**src/rtl/div_pkg.sv**
```systemverilog
// Shared types and helpers for the divider scheduler and its datapath.
package div_pkg;

  // IDLE: arbitrate, CALC: iterate the divider, DONE: hold the response
  typedef enum logic [1:0] {
    IDLE = 2'd0,
    CALC = 2'd1,
    DONE = 2'd2
  } div_state_e;

  // Divide-by-zero quotient; consumers slice the low M bits
  localparam logic [63:0] DIV_DBZ_QUOTIENT = '1;

  // Requester index width for n requesters
  function automatic int id_w(input int n);
    return (n > 1) ? $clog2(n) : 1;
  endfunction

endpackage

```
**src/rtl/div_scheduler_if.sv**
```systemverilog
// Request/response bundle between the ALU issue ports (master) and the
// divider scheduler (slave).
interface div_scheduler_if #(
  parameter int M = 32,
  parameter int N = 4
);
  import div_pkg::*;

  localparam int ID_W = id_w(N);

  logic [N-1:0]   req_valid;
  logic [N-1:0]   req_ready;
  logic [N*M-1:0] req_dividend;
  logic [N*M-1:0] req_divisor;
  logic           rsp_valid;
  logic           rsp_ready;
  logic [ID_W-1:0] rsp_id;
  logic [M-1:0]   rsp_quotient;
  logic [M-1:0]   rsp_remainder;
  logic           rsp_dbz;

  modport master (
    output req_valid, req_dividend, req_divisor, rsp_ready,
    input  req_ready, rsp_valid, rsp_id, rsp_quotient, rsp_remainder, rsp_dbz
  );

  modport slave (
    input  req_valid, req_dividend, req_divisor, rsp_ready,
    output req_ready, rsp_valid, rsp_id, rsp_quotient, rsp_remainder, rsp_dbz
  );

endinterface

```
**src/rtl/div_scheduler_seq_div_core.sv**
```systemverilog
// Iterative unsigned restoring divider, one quotient bit per cycle.
// A start pulse loads the operands; M iterations follow and done is high
// during the last one, with quotient/remainder showing that iteration's result.
module seq_div_core #(
  parameter int M = 32
) (
  input  logic         clk,
  input  logic         reset,
  input  logic         start,
  input  logic [M-1:0] dividend,
  input  logic [M-1:0] divisor,
  output logic         busy,
  output logic         done,
  output logic [M-1:0] quotient,
  output logic [M-1:0] remainder
);

  localparam int CNT_W = $clog2(M);

  logic [2*M-1:0] pr_q, pr_d;
  logic [M-1:0]   dvs_q, dvs_d;
  logic [CNT_W-1:0] cnt_q, cnt_d;
  logic           busy_q, busy_d;

  logic [M:0]     hi_shift;
  logic [M-1:0]   hi_sub;
  logic [2*M-1:0] step;

  // One restoring step: shift left, trial-subtract, keep on success
  always_comb begin
    hi_shift = pr_q[2*M-1:M-1];
    hi_sub   = hi_shift[M-1:0] - dvs_q;
    if (hi_shift >= {1'b0, dvs_q}) begin
      step = {hi_sub, pr_q[M-2:0], 1'b1};
    end else begin
      step = {hi_shift[M-1:0], pr_q[M-2:0], 1'b0};
    end
  end

  // Load on start, otherwise iterate while the down-counter runs out
  always_comb begin
    pr_d   = pr_q;
    dvs_d  = dvs_q;
    cnt_d  = cnt_q;
    busy_d = busy_q;
    if (start) begin
      pr_d   = {{M{1'b0}}, dividend};
      dvs_d  = divisor;
      cnt_d  = CNT_W'(M - 1);
      busy_d = 1'b1;
    end else if (busy_q) begin
      pr_d  = step;
      cnt_d = cnt_q - CNT_W'(1);
      if (cnt_q == '0) begin
        busy_d = 1'b0;
      end
    end
  end

  // Datapath registers
  always_ff @(posedge clk or negedge reset) begin
    if (!reset) begin
      pr_q   <= '0;
      dvs_q  <= '0;
      cnt_q  <= '0;
      busy_q <= 1'b0;
    end else begin
      pr_q   <= pr_d;
      dvs_q  <= dvs_d;
      cnt_q  <= cnt_d;
      busy_q <= busy_d;
    end
  end

  assign busy      = busy_q;
  assign done      = busy_q && (cnt_q == '0);
  assign quotient  = step[M-1:0];
  assign remainder = step[2*M-1:M];

endmodule

```
**src/rtl/div_scheduler.sv**
```systemverilog
// Round-robin scheduler sharing one sequential divider among N requesters.
// Optional feature: DIV_SCHED_PERF_EN adds the perf_ops completion counter.
//
// state | meaning
// ------+--------------------------------------------------------------
// IDLE  | arbitrate; the granted requester sees req_ready
// CALC  | divider iterating on the latched operands
// DONE  | response held until rsp_valid && rsp_ready
module div_scheduler
  import div_pkg::*;
#(
  parameter int M = 32,
  parameter int N = 4
) (
  input  logic clk,
  input  logic reset,
  div_scheduler_if.slave bus
`ifdef DIV_SCHED_PERF_EN
  ,
  output logic [31:0] perf_ops
`endif
);

  localparam int ID_W = id_w(N);

  div_state_e      state_q, state_d;
  logic [ID_W-1:0] rr_ptr_q, rr_ptr_d;
  logic [ID_W-1:0] id_q, id_d;
  logic [M-1:0]    dividend_q, dividend_d;
  logic            rsp_valid_q, rsp_valid_d;
  logic [ID_W-1:0] rsp_id_q, rsp_id_d;
  logic [M-1:0]    rsp_quo_q, rsp_quo_d;
  logic [M-1:0]    rsp_rem_q, rsp_rem_d;
  logic            rsp_dbz_q, rsp_dbz_d;

  logic            grant_vld;
  logic [ID_W-1:0] grant;
  logic [ID_W:0]   scan_sum;
  logic [M-1:0]    g_dividend, g_divisor;
  logic            accept, rsp_hs;
  logic            core_start, core_busy, core_done;
  logic [M-1:0]    core_quo, core_rem;

  // Round-robin grant: first valid requester at or after rr_ptr, wrapping
  always_comb begin
    grant_vld = 1'b0;
    grant     = '0;
    scan_sum  = '0;
    for (int k = N - 1; k >= 0; k--) begin
      scan_sum = {1'b0, rr_ptr_q} + (ID_W + 1)'(k);
      if (scan_sum >= (ID_W + 1)'(N)) begin
        scan_sum = scan_sum - (ID_W + 1)'(N);
      end
      if (bus.req_valid[scan_sum[ID_W-1:0]]) begin
        grant_vld = 1'b1;
        grant     = scan_sum[ID_W-1:0];
      end
    end
  end

  // Operand mux for the granted requester
  always_comb begin
    g_dividend = '0;
    g_divisor  = '0;
    for (int i = 0; i < N; i++) begin
      if (grant == ID_W'(i)) begin
        g_dividend = bus.req_dividend[i*M +: M];
        g_divisor  = bus.req_divisor[i*M +: M];
      end
    end
  end

  // req_ready is held low while reset is asserted
  assign accept = reset && (state_q == IDLE) && grant_vld;
  assign rsp_hs = (state_q == DONE) && rsp_valid_q && bus.rsp_ready;

  // State register
  always_ff @(posedge clk or negedge reset) begin
    if (!reset) begin
      state_q <= IDLE;
    end else begin
      state_q <= state_d;
    end
  end

  // Next-state logic; a zero divisor skips the divider entirely
  always_comb begin
    state_d = state_q;
    case (state_q)
      IDLE: if (accept) state_d = (g_divisor == '0) ? DONE : CALC;
      // A core that went idle without done means the start was lost; recover
      CALC: if (core_done) state_d = DONE;
            else if (!core_busy) state_d = IDLE;
      DONE: if (rsp_hs) state_d = IDLE;
      default: state_d = IDLE;
    endcase
  end

  // FSM outputs: one-hot ready to the granted requester, divider start
  always_comb begin
    bus.req_ready = '0;
    core_start    = 1'b0;
    if (accept) begin
      bus.req_ready[grant] = 1'b1;
      core_start           = (g_divisor != '0);
    end
  end

  // Latches and response registers. The divide-by-zero result is formed in
  // the first DONE cycle from the latched dividend.
  always_comb begin
    rr_ptr_d    = rr_ptr_q;
    id_d        = id_q;
    dividend_d  = dividend_q;
    rsp_valid_d = rsp_valid_q;
    rsp_id_d    = rsp_id_q;
    rsp_quo_d   = rsp_quo_q;
    rsp_rem_d   = rsp_rem_q;
    rsp_dbz_d   = rsp_dbz_q;
    if (accept) begin
      rr_ptr_d   = (grant == ID_W'(N - 1)) ? '0 : grant + ID_W'(1);
      id_d       = grant;
      dividend_d = g_dividend;
    end
    if ((state_q == CALC) && core_done) begin
      rsp_valid_d = 1'b1;
      rsp_id_d    = id_q;
      rsp_quo_d   = core_quo;
      rsp_rem_d   = core_rem;
      rsp_dbz_d   = 1'b0;
    end else if ((state_q == DONE) && !rsp_valid_q) begin
      rsp_valid_d = 1'b1;
      rsp_id_d    = id_q;
      rsp_quo_d   = DIV_DBZ_QUOTIENT[M-1:0];
      rsp_rem_d   = dividend_q;
      rsp_dbz_d   = 1'b1;
    end else if (rsp_hs) begin
      rsp_valid_d = 1'b0;
    end
  end

  // Register update for latches and response outputs
  always_ff @(posedge clk or negedge reset) begin
    if (!reset) begin
      rr_ptr_q    <= '0;
      id_q        <= '0;
      dividend_q  <= '0;
      rsp_valid_q <= 1'b0;
      rsp_id_q    <= '0;
      rsp_quo_q   <= '0;
      rsp_rem_q   <= '0;
      rsp_dbz_q   <= 1'b0;
    end else begin
      rr_ptr_q    <= rr_ptr_d;
      id_q        <= id_d;
      dividend_q  <= dividend_d;
      rsp_valid_q <= rsp_valid_d;
      rsp_id_q    <= rsp_id_d;
      rsp_quo_q   <= rsp_quo_d;
      rsp_rem_q   <= rsp_rem_d;
      rsp_dbz_q   <= rsp_dbz_d;
    end
  end

  seq_div_core #(.M(M)) u_core (
    .clk       (clk),
    .reset     (reset),
    .start     (core_start),
    .dividend  (g_dividend),
    .divisor   (g_divisor),
    .busy      (core_busy),
    .done      (core_done),
    .quotient  (core_quo),
    .remainder (core_rem)
  );

  assign bus.rsp_valid     = rsp_valid_q;
  assign bus.rsp_id        = rsp_id_q;
  assign bus.rsp_quotient  = rsp_quo_q;
  assign bus.rsp_remainder = rsp_rem_q;
  assign bus.rsp_dbz       = rsp_dbz_q;

`ifdef DIV_SCHED_PERF_EN
  logic [31:0] perf_q, perf_d;

  // Completed-operation counter, wraps naturally
  always_comb begin
    perf_d = perf_q;
    if (rsp_hs) perf_d = perf_q + 32'd1;
  end

  // Counter register
  always_ff @(posedge clk or negedge reset) begin
    if (!reset) perf_q <= '0;
    else        perf_q <= perf_d;
  end

  assign perf_ops = perf_q;
`endif

endmodule

```
**src/flat_wrapper.sv**
```systemverilog
// flat-port wrapper written by rule: the top's interface ports become plain ports
module div_scheduler_flat import div_pkg::*;
#(
  parameter int M = 32,
  parameter int N = 4
)
  (clk, reset, bus_req_valid, bus_req_dividend, bus_req_divisor, bus_rsp_ready, bus_req_ready, bus_rsp_valid, bus_rsp_id, bus_rsp_quotient, bus_rsp_remainder, bus_rsp_dbz);
  div_scheduler_if #(.M(M), .N(N)) bus_i ();
  input  logic clk;
  input  logic reset;
  input wire logic [$bits(bus_i.req_valid)-1:0] bus_req_valid;
  input wire logic [$bits(bus_i.req_dividend)-1:0] bus_req_dividend;
  input wire logic [$bits(bus_i.req_divisor)-1:0] bus_req_divisor;
  input wire logic [$bits(bus_i.rsp_ready)-1:0] bus_rsp_ready;
  output wire logic [$bits(bus_i.req_ready)-1:0] bus_req_ready;
  output wire logic [$bits(bus_i.rsp_valid)-1:0] bus_rsp_valid;
  output wire logic [$bits(bus_i.rsp_id)-1:0] bus_rsp_id;
  output wire logic [$bits(bus_i.rsp_quotient)-1:0] bus_rsp_quotient;
  output wire logic [$bits(bus_i.rsp_remainder)-1:0] bus_rsp_remainder;
  output wire logic [$bits(bus_i.rsp_dbz)-1:0] bus_rsp_dbz;
  assign bus_i.req_valid = bus_req_valid;
  assign bus_i.req_dividend = bus_req_dividend;
  assign bus_i.req_divisor = bus_req_divisor;
  assign bus_i.rsp_ready = bus_rsp_ready;
  assign bus_req_ready = bus_i.req_ready;
  assign bus_rsp_valid = bus_i.rsp_valid;
  assign bus_rsp_id = bus_i.rsp_id;
  assign bus_rsp_quotient = bus_i.rsp_quotient;
  assign bus_rsp_remainder = bus_i.rsp_remainder;
  assign bus_rsp_dbz = bus_i.rsp_dbz;
  div_scheduler #(.M(M), .N(N)) u_core (.clk(clk), .reset(reset), .bus(bus_i));
endmodule
```
**config.mk**
```make
export PLATFORM = sky130hd
export DESIGN_NAME = div_scheduler_flat
export DESIGN_NICKNAME = d
export VERILOG_FILES = /design/src/rtl/div_pkg.sv /design/src/rtl/div_scheduler_if.sv /design/src/rtl/div_scheduler_seq_div_core.sv /design/src/rtl/div_scheduler.sv /design/src/flat_wrapper.sv
export SDC_FILE = /design/constraint.sdc
export NUM_CORES = 1
export LEC_CHECK = 0
export BUFFER_PORTS_ARGS = -buffer_cell sky130_fd_sc_hd__buf_4
export CORE_UTILIZATION = 54
export CTS_CLUSTER_DIAMETER = 60
export DETAILED_ROUTE_END_ITERATION = 16
export GPL_ROUTABILITY_DRIVEN = 0
export HOLD_SLACK_MARGIN = 0.06
export PLACE_DENSITY = 0.82
export SLEW_MARGIN = 0
export SYNTH_ARGS = -nofsm -noshare
export SYNTH_HDL_FRONTEND = slang
export SYNTH_SLANG_ARGS = --single-unit
```
**constraint.sdc**
```tcl
create_clock -name clk -period 4.6 [get_ports clk]
set_input_delay 0.46 -clock clk [delete_from_list [all_inputs] [get_ports clk]]
set_output_delay 0.46 -clock clk [all_outputs]
set_load 0.005 [all_outputs]
```
==> results of run 1 <==
[cells in the final DEF (no fill, tap or decap), types with 6 or more instances in the layout]
master and instances:
buf_4 353, dfrtp_1 207, a21oi_1 204, nor2_1 150, nand2_1 134, o21ai_0 110, a211oi_1 83, nor2b_1 60
inv_1 45, a221o_1 39, ha_1 34, a22oi_1 30, clkbuf_16 23, o22ai_1 20, xnor2_1 17, mux2i_1 15
nand2b_1 14, o21a_1 13, nor4_1 13, nor3_1 13, xor2_1 12, nand4_1 11, a21o_1 11, nand3_1 9
a221oi_1 8, o21bai_1 8, o21ai_1 8, clkbuf_1 7, mux2_2 6, a211oi_2 6
[kinds of logic (layout without fill, tap and decap cells)]
family,after synthesis,after routing,share of synthesized area
DFF,208,208,0.415
xor gates and xnor gates,29,29,0.0202
muxes,21,21,0.0173
AOI/OAI and AO/OA,578,578,0.293
adders and majority gates,38,38,0.0385
buffers and inverters,169,443,0.0551
and+or+nand+nor,438,438,0.161
[path summary, 6_finish.rpt]
check	slack, ns	depth (start not counted)	endpoint
setup / recovery	0.39	15	u_core.u_core.pr_q[7]
hold / removal	0.25	3	u_core.u_core.dvs_q[19]
setup reg to reg	0.39	15	u_core.u_core.pr_q[7]
hold reg to reg	0.49	2	u_core.bus.rsp_dbz
max in group asynchronous	2.87	3	u_core.dividend_q[13]
min in group asynchronous	0.48	2	u_core.bus.rsp_quotient[12]
[through the flow]
step                setup WS [ns]  hold slack [ns]
CTS                         0.470            0.240
detailed placement          0.376            0.451
global route                0.131            0.268
finish                      0.395            0.249
floorplan                    1.12            0.164
global placement            0.534            0.448
[worst max-delay path: cells and delay by family (launching register included)]
kind                     cells  cell delay (ns)
AND/OR/NAND/NOR              5             1.34
AO/OA/AOI/OAI                5             0.93
adder cells (fa/ha/maj)      1             0.56
buffers and inverters        3             0.53
flip-flops                   1             0.45
multiplexers                 1             0.24
[layout make-up]
cell class                 instances  area share
multi-input combinational       1104       0.423
sequential                       208       0.328
timing repair buffer             357       0.171
clock buffer                      34      0.0414
tap                              285      0.0225
inverter                          47      0.0111
clock inverter                     5     0.00244
[layer usage]
metal / track usage / vias to the layer above / share of wire
li1: - / 5887 / -
met1: 0.457 / 6072 / 0.42
met2: 0.537 / 593 / 0.47
met3: 0.0415 / 105 / 0.070
met4: 0.108 / 0 / 0.034
met5: 0 / - / 0
[sequential cells by signal (all words and copies together) (netlist names), 2 cells and up]
| register | cells |
|---|---|
| u_core.bus.rsp_id | 2 |
| u_core.id_q | 2 |
| u_core.bus.rsp_quotient | 32 |
| u_core.u_core.cnt_q | 5 |
| u_core.state_q | 2 |
| u_core.dividend_q | 32 |
| u_core.rr_ptr_q | 2 |
| u_core.u_core.pr_q | 64 |
| u_core.u_core.dvs_q | 32 |
| u_core.bus.rsp_remainder | 32 |
[power groups by stage]
stage	registers [mW]	clock network, mW	logic [mW]
2_1_floorplan	3.06	0	5.27
3_3_place_gp	3.23	0	7.08
3_5_place_dp	3.26	0	7.32
4_1_cts	3.25	1.74	7.37
5_1_grt	3.35	1.81	8.19
6_report	3.27	1.73	7.46
[timing repair]
| item | in CTS | in global routing |
|---|---|---|
| buffers inserted | 0 | 0 |
| hold buffers | 1 | 0 |
| endpoints found under the hold margin | 49 | 0 |
==> impl_metrics.csv, run 1 <==
group,metric,value,unit
run_status,outcome,"finished, final reports clean",
finish,multi_input_comb_area,6720,µm²
clocking,cts.clk_slew.worst_paths,0.06,ns
clocking,cts_repair_resize_count,0,
pwr,ir_drop,0.000437,V
synthesis,synth.most_common_cell,"dfrtp_1",
timing,rsz0062_at_grt,"no",
synthesis,async_reset_ff_frac,1.00,
pwr,p_comb_frac,0.599,
finish,post-route-util,0.699,
floorplanning,core,22700,µm²
global_routing,grt_use_total,0.330,
floorplanning,rows,55,
placed_design,placed_cells,2000,
synthesis,netlist_area,12600,µm²
timing,fin_crit,4.21,ns
min_path,min_path_type,"in -> reg",
pwr,p_int,6.74,mW
placed_design,port_buffers,334,
floorplanning,die_area,23900,µm²
pwr,sw_frac_of_total,0.459,
synthesis,yosys_warnings,0,
critical_path,cpPeakStageDelay,0.56,ns
routing,ant_nets,0,
timing,fin_crit_sh,0.914,
finish,drive_above_1_share,0.238,
critical_path,required,4.96,ns
floorplanning,start_util,0.553,
synthesis,yosys_register_bits,208,
flow_run,max-cap-violations,0,
routing,viasPerCell,6.20,
synthesis,synth_area_leaders,"dfrtp_1 41%, a21oi_1 8.1%, a211oi_1 5.0%",
timing,fmax,238,MHz
critical_path,cp_slowest_cell,"ha_2",
synthesis,ys_types,64,
routing,wirelength,40000,µm
clocking,cts_tree,"done",
pwr,p_switching,5.71,mW
finish,antenna_cells,0,
pwr,p_clk_frac,0.139,
global_routing,grt_pass1_wl,62800,µm
finish,fin_nets,2042,
routing,route.detailed.drc,0,
finish,finalInstanceArea,15900,µm²
critical_path,worstReg2RegStart,"u_core.rr_ptr_q[1]",
finish,fill_cells,1821,
global_routing,first_global_vias,11800,
finish,seq_area,5210,µm²
timing,worst_slew_pin_slew,1.01,ns
placed_design,placed_area,15200,µm²
synthesis,synth_edf_count,0,
timing,fin_worst_skew,0.0165,ns
synthesis,synthTopCellsByCount,"208 x dfrtp_1, 204 x a21oi_1, 152 x nor2_1, 134 x nand2_1, 110 x o21ai_0",
global_routing,grt_start_max_net_pins,160,
pwr,power.density,785,nW/µm²
global_routing,antenna_found_initial,0,
critical_path,crit_arrival,4.56,ns
critical_path,crit_start,"u_core.rr_ptr_q[1]",
clocking,cts_num_sinks,208,
synthesis,synth.avg_cell_area,8.48,µm²
routing,drtIter0Drc,1209,
critical_path,endpoint_kind,"register",
clocking,clk_latency,0.51,ns
critical_path,critical_path_class,"reg -> reg",
floorplanning,die_w,154,µm
synthesis,synthCells,1481,
routing,dr.pass1.iters,5,
synthesis,syn_nets,1782,
timing,setup_viol,0,
routing,vias,12700,
pwr,power.share.sequential,0.262,
pwr,power,12.5,mW
min_path,hp-start,"bus_req_divisor[115]",
synthesis,synth_largest_area_cell,"dfrtp_1",
timing,max-slew-margin-rel,0.324,
synthesis,seq_area_frac_synth,0.415,
timing,tns,0,ns
finish,fin_cells,2040,
clocking,htree_num_levels,1,
synthesis,synth_top_area_frac,0.415,
critical_path,path_cells,"mux2i_1 -> a211oi_1 -> buf_4 -> inv_1 -> ha_2 -> nand2b_1 -> o22ai_1 -> o22ai_1 -> nor4_1 -> and4_1 -> nand4_1 -> and2_4 -> buf_4 -> a211oi_1 -> a21oi_1",
clocking,cts_inserted_buffers,23,
global_routing,grt-ovfl-total,0,
clocking,clk_path_buf_depth,3,
floorplanning,io_pins,335,
timing,timing_hold_violations_final,0,
routing,wl_per_cell,19.6,µm
placed_design,hpwlAfterDp,29300,µm
finish,area_growth_syn_to_layout,26.4,%
floorplanning,die_h,154,µm
synthesis,ys.flop_type,"dfrtp_1",
critical_path,cp_max_fo,50,
timing,drv_slew,0,
pwr,p_leak,7.44,nW
clocking,root_buffer,"clkbuf_16",
critical_path,cp-start-kind,"register",
No activity file was read; power rests on OpenSTA's default activity.
==> inputs of run 2 (changes only) <==
Settings changed: CELL_PAD_IN_SITES_DETAIL_PLACEMENT from default to 0, CELL_PAD_IN_SITES_GLOBAL_PLACEMENT from default to 1, CORE_UTILIZATION 54 to 39, PLACE_DENSITY 0.82 to default, PLACE_DENSITY_LB_ADDON from default to 0.1.
==> run 2 against run 1 <==
First-iteration DRC count is 36% lower. Die area is 38% higher. Fmax is 0.59% higher. Count of clock-buffer cells in the layout stayed put. Via count is 3.8% lower. Critical path type unchanged. Global-route usage is 6.4 points lower. Critical endpoint is now u_core.u_core.dvs_q[28]. Clock power is 16% higher. Sequential power hardly changed. Register-to-register slack better by 0.02 ns. Sequential cell count stayed put. Power is 2.7% higher.
==> impl_metrics.csv, run 2 (synthesis results as in run 1) <==
group,metric,value,unit
run_status,outcome,"finished, final reports clean",
clocking,cts_tree,"done",
routing,drtIter0Drc,769,
min_path,min_path_type,"in -> reg",
floorplanning,start_util,0.397,
finish,layout_common_cells,"355 x buf_4, 207 x dfrtp_1, 204 x a21oi_1",
routing,dr.pass1.iters,5,
pwr,power.share.sequential,0.254,
pwr,ir_drop,0.000367,V
pwr,p_clk_frac,0.156,
pwr,p_int,7.01,mW
global_routing,grt_start_max_net_pins,154,
global_routing,antenna_found_initial,0,
critical_path,cpPeakStageDelay,0.59,ns
critical_path,crit_arrival,4.61,ns
global_routing,first_global_vias,11900,
critical_path,cp_max_fo,52,
timing,max-slew-margin-rel,0.415,
floorplanning,die_area,32900,µm²
timing,tns,0,ns
critical_path,cp_slowest_cell,"o31ai_1",
timing,fin_crit,4.18,ns
critical_path,critical_path_class,"reg -> reg",
critical_path,cp-start-kind,"register",
finish,fill_cells,3038,
routing,ant_nets,0,
critical_path,endpoint_kind,"register",
clocking,cts_num_sinks,208,
timing,drv_slew,0,
clocking,htree_num_levels,1,
finish,drive_above_1_share,0.242,
finish,antenna_cells,0,
flow_run,max-cap-violations,0,
clocking,clk_latency,0.51,ns
clocking,post_cts_buffers,0,
floorplanning,io_pins,335,
routing,viasPerCell,5.63,
routing,vias,12200,
timing,fin_worst_skew,0.0108,ns
floorplanning,core,31600,µm²
floorplanning,die_h,181,µm
critical_path,required,5.03,ns
routing,wl_per_cell,20.3,µm
placed_design,hpwlAfterDp,33400,µm
pwr,power.density,789,nW/µm²
pwr,p_comb_frac,0.590,
clocking,clk_path_buf_depth,3,
finish,final_common_cell,"buf_4",
timing,setup_viol,0,
timing,timing_hold_violations_final,0,
finish,post-route-util,0.512,
finish,top_register,"u_core.u_core.pr_q",
floorplanning,die_w,181,µm
critical_path,path_cells,"a21oi_1 -> o21a_1 -> o22ai_1 -> inv_1 -> ha_2 -> clkinv_1 -> buf_4 -> nor2_1 -> o31ai_1 -> nor4_1 -> nand4_1 -> and2_4 -> buf_4 -> nor2_1 -> a31oi_1",
pwr,p_leak,7.53,nW
clocking,cts.clk_slew.worst_paths,0.06,ns
finish,area_growth_syn_to_layout,29.0,%
finish,fin_nets,2046,
finish,largest_register_ffs,64,
pwr,sw_frac_of_total,0.452,
placed_design,port_buffers,334,
clocking,cts_repair_resize_count,0,
critical_path,crit_family,"compound AO/OA/AOI/OAI gates",
timing,fmax,239,MHz
global_routing,grt_use_total,0.266,
global_routing,grt-ovfl-total,0,
critical_path,cp_num_buf_inv,4,
timing,rsz0062_at_grt,"no",
routing,route.detailed.drc,0,
pwr,p_switching,5.78,mW
clocking,cts_inserted_buffers,24,
timing,worst_slew_pin_slew,0.878,ns
timing,fin_crit_sh,0.909,
clocking,root_buffer,"clkbuf_16",
floorplanning,rows,65,
global_routing,grt_pass1_wl,68700,µm
routing,wirelength,44000,µm
==> run 2: cell types whose count changed in the layout (fill, tap and decap cells not counted), sizes merged <==
cell	previous run	this run
clkinv	2	5
bufinv	0	3
buf	355	358
clkinvlp	3	2
inv	47	46
==> run 2: stage by stage <==
step	instance area [µm²]	hold slack (ns)	power, mW	setup slack, ns	instances
after floorplan	12600	0.164	8.33	1.12	1481
after global placement	15300	0.468	10.7	0.389	2120
after detailed placement	15300	0.468	10.8	0.284	2120
after CTS	16200	0.245	12.9	0.378	2164
after global routing	16200	0.268	13.8	0.126	2164
final	16200	0.255	12.8	0.419	2164
==> run 2: worst min-delay path: cells and delay by family <==
kind | cells | cell delay (ns)
AOI/OAI and AO/OA | 1 | 0.07
buffers and inverters | 1 | 0.12
and+or+nand+nor | 1 | 0.06
==> run 2: final cells by class <==
class | count | area, µm² | share of cell area
multi-input combinational | 1104 | 6720 | 0.415
tap | 402 | 503 | 0.0310
sequential | 208 | 5210 | 0.322
inverter | 47 | 176 | 0.0109
clock inverter | 9 | 133 | 0.00819
timing repair buffer | 360 | 2750 | 0.170
clock buffer | 34 | 709 | 0.0438
==> run 2: layer usage <==
layer | up-vias | global-route usage | part of all wire
met2 | 386 | 0.465 | 0.50
met4 | 0 | 0.0525 | 0.018
met3 | 46 | 0.0305 | 0.047
met5 | - | 0 | 0
met1 | 5844 | 0.354 | 0.43
li1 | 5903 | - | -
==> run 2: power by group through the flow <==
stage	Clock, mW	Combinational, mW	Sequential, mW
detailed placement	0	7.54	3.26
CTS	2.04	7.58	3.24
global route	2.12	8.36	3.35
floorplan	0	5.27	3.06
finish	2.00	7.54	3.25
global placement	0	7.46	3.26
==> run 2: what timing repair did <==
action	CTS	global route
hold endpoints to repair	55	0
hold buffers	1	0
endpoints found under the setup margin	0	0
==> run 2: worst paths after layout <==
kind                                         from                     endpoint  slack [ns]  cells past startpoint
min in group asynchronous                   reset       u_core.u_core.pr_q[29]        0.54                      2
hold reg to reg            u_core.u_core.pr_q[21]  u_core.bus.rsp_quotient[22]        0.49                      2
setup reg to reg               u_core.rr_ptr_q[1]      u_core.u_core.dvs_q[28]        0.42                     15
max in group asynchronous                   reset      u_core.u_core.dvs_q[22]        2.80                      3
setup / recovery               u_core.rr_ptr_q[1]      u_core.u_core.dvs_q[28]        0.42                     15
hold / removal               bus_req_divisor[115]      u_core.u_core.dvs_q[19]        0.26                      3
==> inputs of run 3 (changes only) <==
Settings changed: ABC_AREA from default to 1, CORE_UTILIZATION 39 to 38.
==> run 3 against run 2 <==
Register-to-register slack gained 0.08 ns. Sequential share of layout area shrank 2.2 points. Worst hold slack gained 0.00084 ns. Combinational power grew 49%. Global-route usage grew 1.5 points. Die area grew 12%. Critical path depth grew 4. Fmax grew 1.8%. Clock power shrank 3%. Non-clock buffer count grew 4. Power grew 27%. Critical path type unchanged. Largest cell class unchanged.
==> impl_metrics.csv, run 3 <==
group,metric,value,unit
run_status,outcome,"finished, final reports clean",
critical_path,cp-start-kind,"register",
placed_design,hpwlAfterDp,40100,µm
routing,drtIter0Drc,1062,
floorplanning,rows,69,
synthesis,synth_edf_count,0,
clocking,cts_repair_resize_count,0,
routing,vias,14300,
critical_path,crit_arrival,4.59,ns
synthesis,syn_nets,2296,
clocking,cts_num_sinks,208,
pwr,power,16.2,mW
synthesis,synth.most_common_cell,"nand2_1",
global_routing,grt_pass1_wl,79800,µm
timing,fin_worst_skew,0.0259,ns
global_routing,grt_use_total,0.281,
clocking,cts.clk_slew.worst_paths,0.07,ns
synthesis,ys_types,37,
synthesis,synthCells,1995,
pwr,ir_drop,0.000704,V
timing,fin_crit,4.11,ns
synthesis,async_reset_ff_frac,1.00,
routing,viasPerCell,5.22,
global_routing,grt-ovfl-total,0,
synthesis,yosys_register_bits,208,
synthesis,synth_top_area_frac,0.379,
flow_run,max-cap-violations,0,
synthesis,netlist_area,13700,µm²
floorplanning,start_util,0.386,
synthesis,synth_simple_gate_area_share,0.346,
synthesis,synth.avg_cell_area,6.88,µm²
placed_design,port_buffers,334,
clocking,post_cts_buffers,0,
critical_path,cp_max_fo,62,
synthesis,seq_area_frac_synth,0.379,
critical_path,endpoint_kind,"register",
global_routing,grt_start_max_net_pins,119,
placed_design,placed_area,16600,µm²
floorplanning,die_w,192,µm
finish,layout_common_cells,"665 x nand2_1, 357 x buf_4, 304 x nand3_1",
floorplanning,die_h,192,µm
global_routing,antenna_found_initial,0,
min_path,min_path_type,"in -> reg",
finish,fin_nets,2565,
synthesis,synthTopCellsByCount,"665 x nand2_1, 305 x nand3_1, 208 x dfrtp_1, 179 x inv_1, 122 x o21ai_0",
finish,post-route-util,0.488,
clocking,cts_inserted_buffers,25,
floorplanning,io_pins,335,
clocking,cts_tree,"done",
timing,drv_slew,0,
timing,rsz0062_at_grt,"no",
finish,finalInstanceArea,17400,µm²
routing,wirelength,52200,µm
floorplanning,die_area,36900,µm²
critical_path,required,5.09,ns
synthesis,synth_area_leaders,"dfrtp_1 38%, nand2_1 18%, nand3_1 11%",
floorplanning,core,35600,µm²
finish,largest_register_ffs,64,
clocking,cts_hold_buf,1,
clocking,clk_path_buf_depth,3,
synthesis,synth_largest_area_cell,"dfrtp_1",
synthesis,ys.flop_type,"dfrtp_1",
routing,ant_nets,0,
synthesis,synth-xor-area-share,0.0109,
synthesis,yosys_warnings,0,
critical_path,r2r_slack,0.49,ns
timing,worst_slew_pin_slew,1.24,ns
synthesis,muxShareOfSynthArea,0,
synthesis,synth_fa_ha_area_frac,0.0352,
timing,fin_crit_sh,0.892,
synthesis,synth_compound_area_frac,0.136,
timing,fmax,244,MHz
finish,top_register,"u_core.u_core.pr_q",
critical_path,critical_path_class,"reg -> reg",
timing,timing_hold_violations_final,0,
pwr,power.density,933,nW/µm²
routing,route.detailed.drc,0,
global_routing,first_global_vias,13600,
finish,final_common_cell,"nand2_1",
finish,antenna_cells,0,
timing,max-slew-margin-rel,0.170,
clocking,htree_num_levels,1,
timing,setup_viol,0,
clocking,clk_latency,0.55,ns
finish,drive_above_1_share,0.196,
routing,dr.pass1.iters,5,
finish,area_growth_syn_to_layout,26.6,%
synthesis,synth_top_family_by_area,"simple AND/OR/NAND/NOR gates",
clocking,root_buffer,"clkbuf_16",
pwr,p_leak,8.94,nW
timing,tns,0,ns
routing,wl_per_cell,19.0,µm
run 3: cell count changes in the layout (fill, tap and decap cells not counted), sizes merged, moves of 39 or more:
cell    change
nor2       -52
nor2b      -62
nand2     +533
a211oi     -89
a21oi     -139
a221o      -39
inv       +138
nand3     +296
run 3: power breakdown:
part | leakage (nW) | switching, mW | total [mW] | internal [mW]
Sequential | 2.49 | 0.502 | 3.07 | 2.57
Clock | 0.400 | 0.832 | 1.95 | 1.11
Combinational | 6.05 | 7.56 | 11.2 | 3.63
run 3: path summary, 6_finish.rpt:
path,start,depth (start not counted),endpoint
setup / recovery,u_core.rr_ptr_q[0],19,u_core.u_core.pr_q[17]
hold / removal,bus_req_dividend[108],5,u_core.dividend_q[12]
setup reg to reg,u_core.rr_ptr_q[0],19,u_core.u_core.pr_q[17]
hold reg to reg,u_core.bus.rsp_remainder[4],2,u_core.bus.rsp_remainder[4]
max in group asynchronous,reset,3,u_core.u_core.busy
min in group asynchronous,reset,2,u_core.u_core.pr_q[43]
run 3: metal layers:
| metal | track usage | share of wire | up-vias |
|---|---|---|---|
| li1 | - | - | 7088 |
| met1 | 0.397 | 0.45 | 6681 |
| met2 | 0.440 | 0.46 | 491 |
| met3 | 0.0382 | 0.065 | 57 |
| met4 | 0.0899 | 0.031 | 0 |
| met5 | 0 | 0 | - |
run 3: kinds of logic (layout without fill, tap and decap cells):
group / count (synthesis) / count (layout)
buffers and inverters: 305 / 593
AND/OR/NAND/NOR: 1126 / 1126
XOR/XNOR: 17 / 17
AO/OA/AOI/OAI: 301 / 301
flip-flops: 208 / 208
adder cells (fa/ha/maj): 38 / 38
run 3: metrics by stage:
| stage | hold WS, ns | cells | worst slack (ns) |
|---|---|---|---|
| floorplan | 0.164 | 1995 | 1.51 |
| global placement | 0.454 | 2697 | 0.610 |
| detailed placement | 0.467 | 2697 | 0.515 |
| CTS | 0.249 | 2744 | 0.481 |
| global route | 0.318 | 2744 | 0.0538 |
| finish | 0.256 | 2744 | 0.495 |
run 3: worst max-delay path: stages (launching register included):
cell,delay [ns]
dfrtp_1,0.55
nor2_1,0.08
a21oi_1,0.25
nand2_1,0.13
a21oi_1,0.21
o21ai_0,0.11
nand2_1,0.18
ha_4,0.44
inv_2,0.27
or2_2,0.34
nand2_1,0.08
nand2_1,0.05
nor2_1,0.12
nand2_1,0.08
nor2_2,0.17
nand2_2,0.12
nand2_8,0.27
buf_12,0.30
nand3_1,0.13
nand3_1,0.13
run 3: cell type report:
cell class / instances / area, µm²
Multi-Input combinational cell: 1482 / 7290
Clock buffer: 32 / 682
Sequential cell: 208 / 5210
Inverter: 183 / 687
Tap cell: 461 / 577
Fill cell: 3646 / 18200
Clock inverter: 14 / 121
Timing Repair Buffer: 364 / 2810
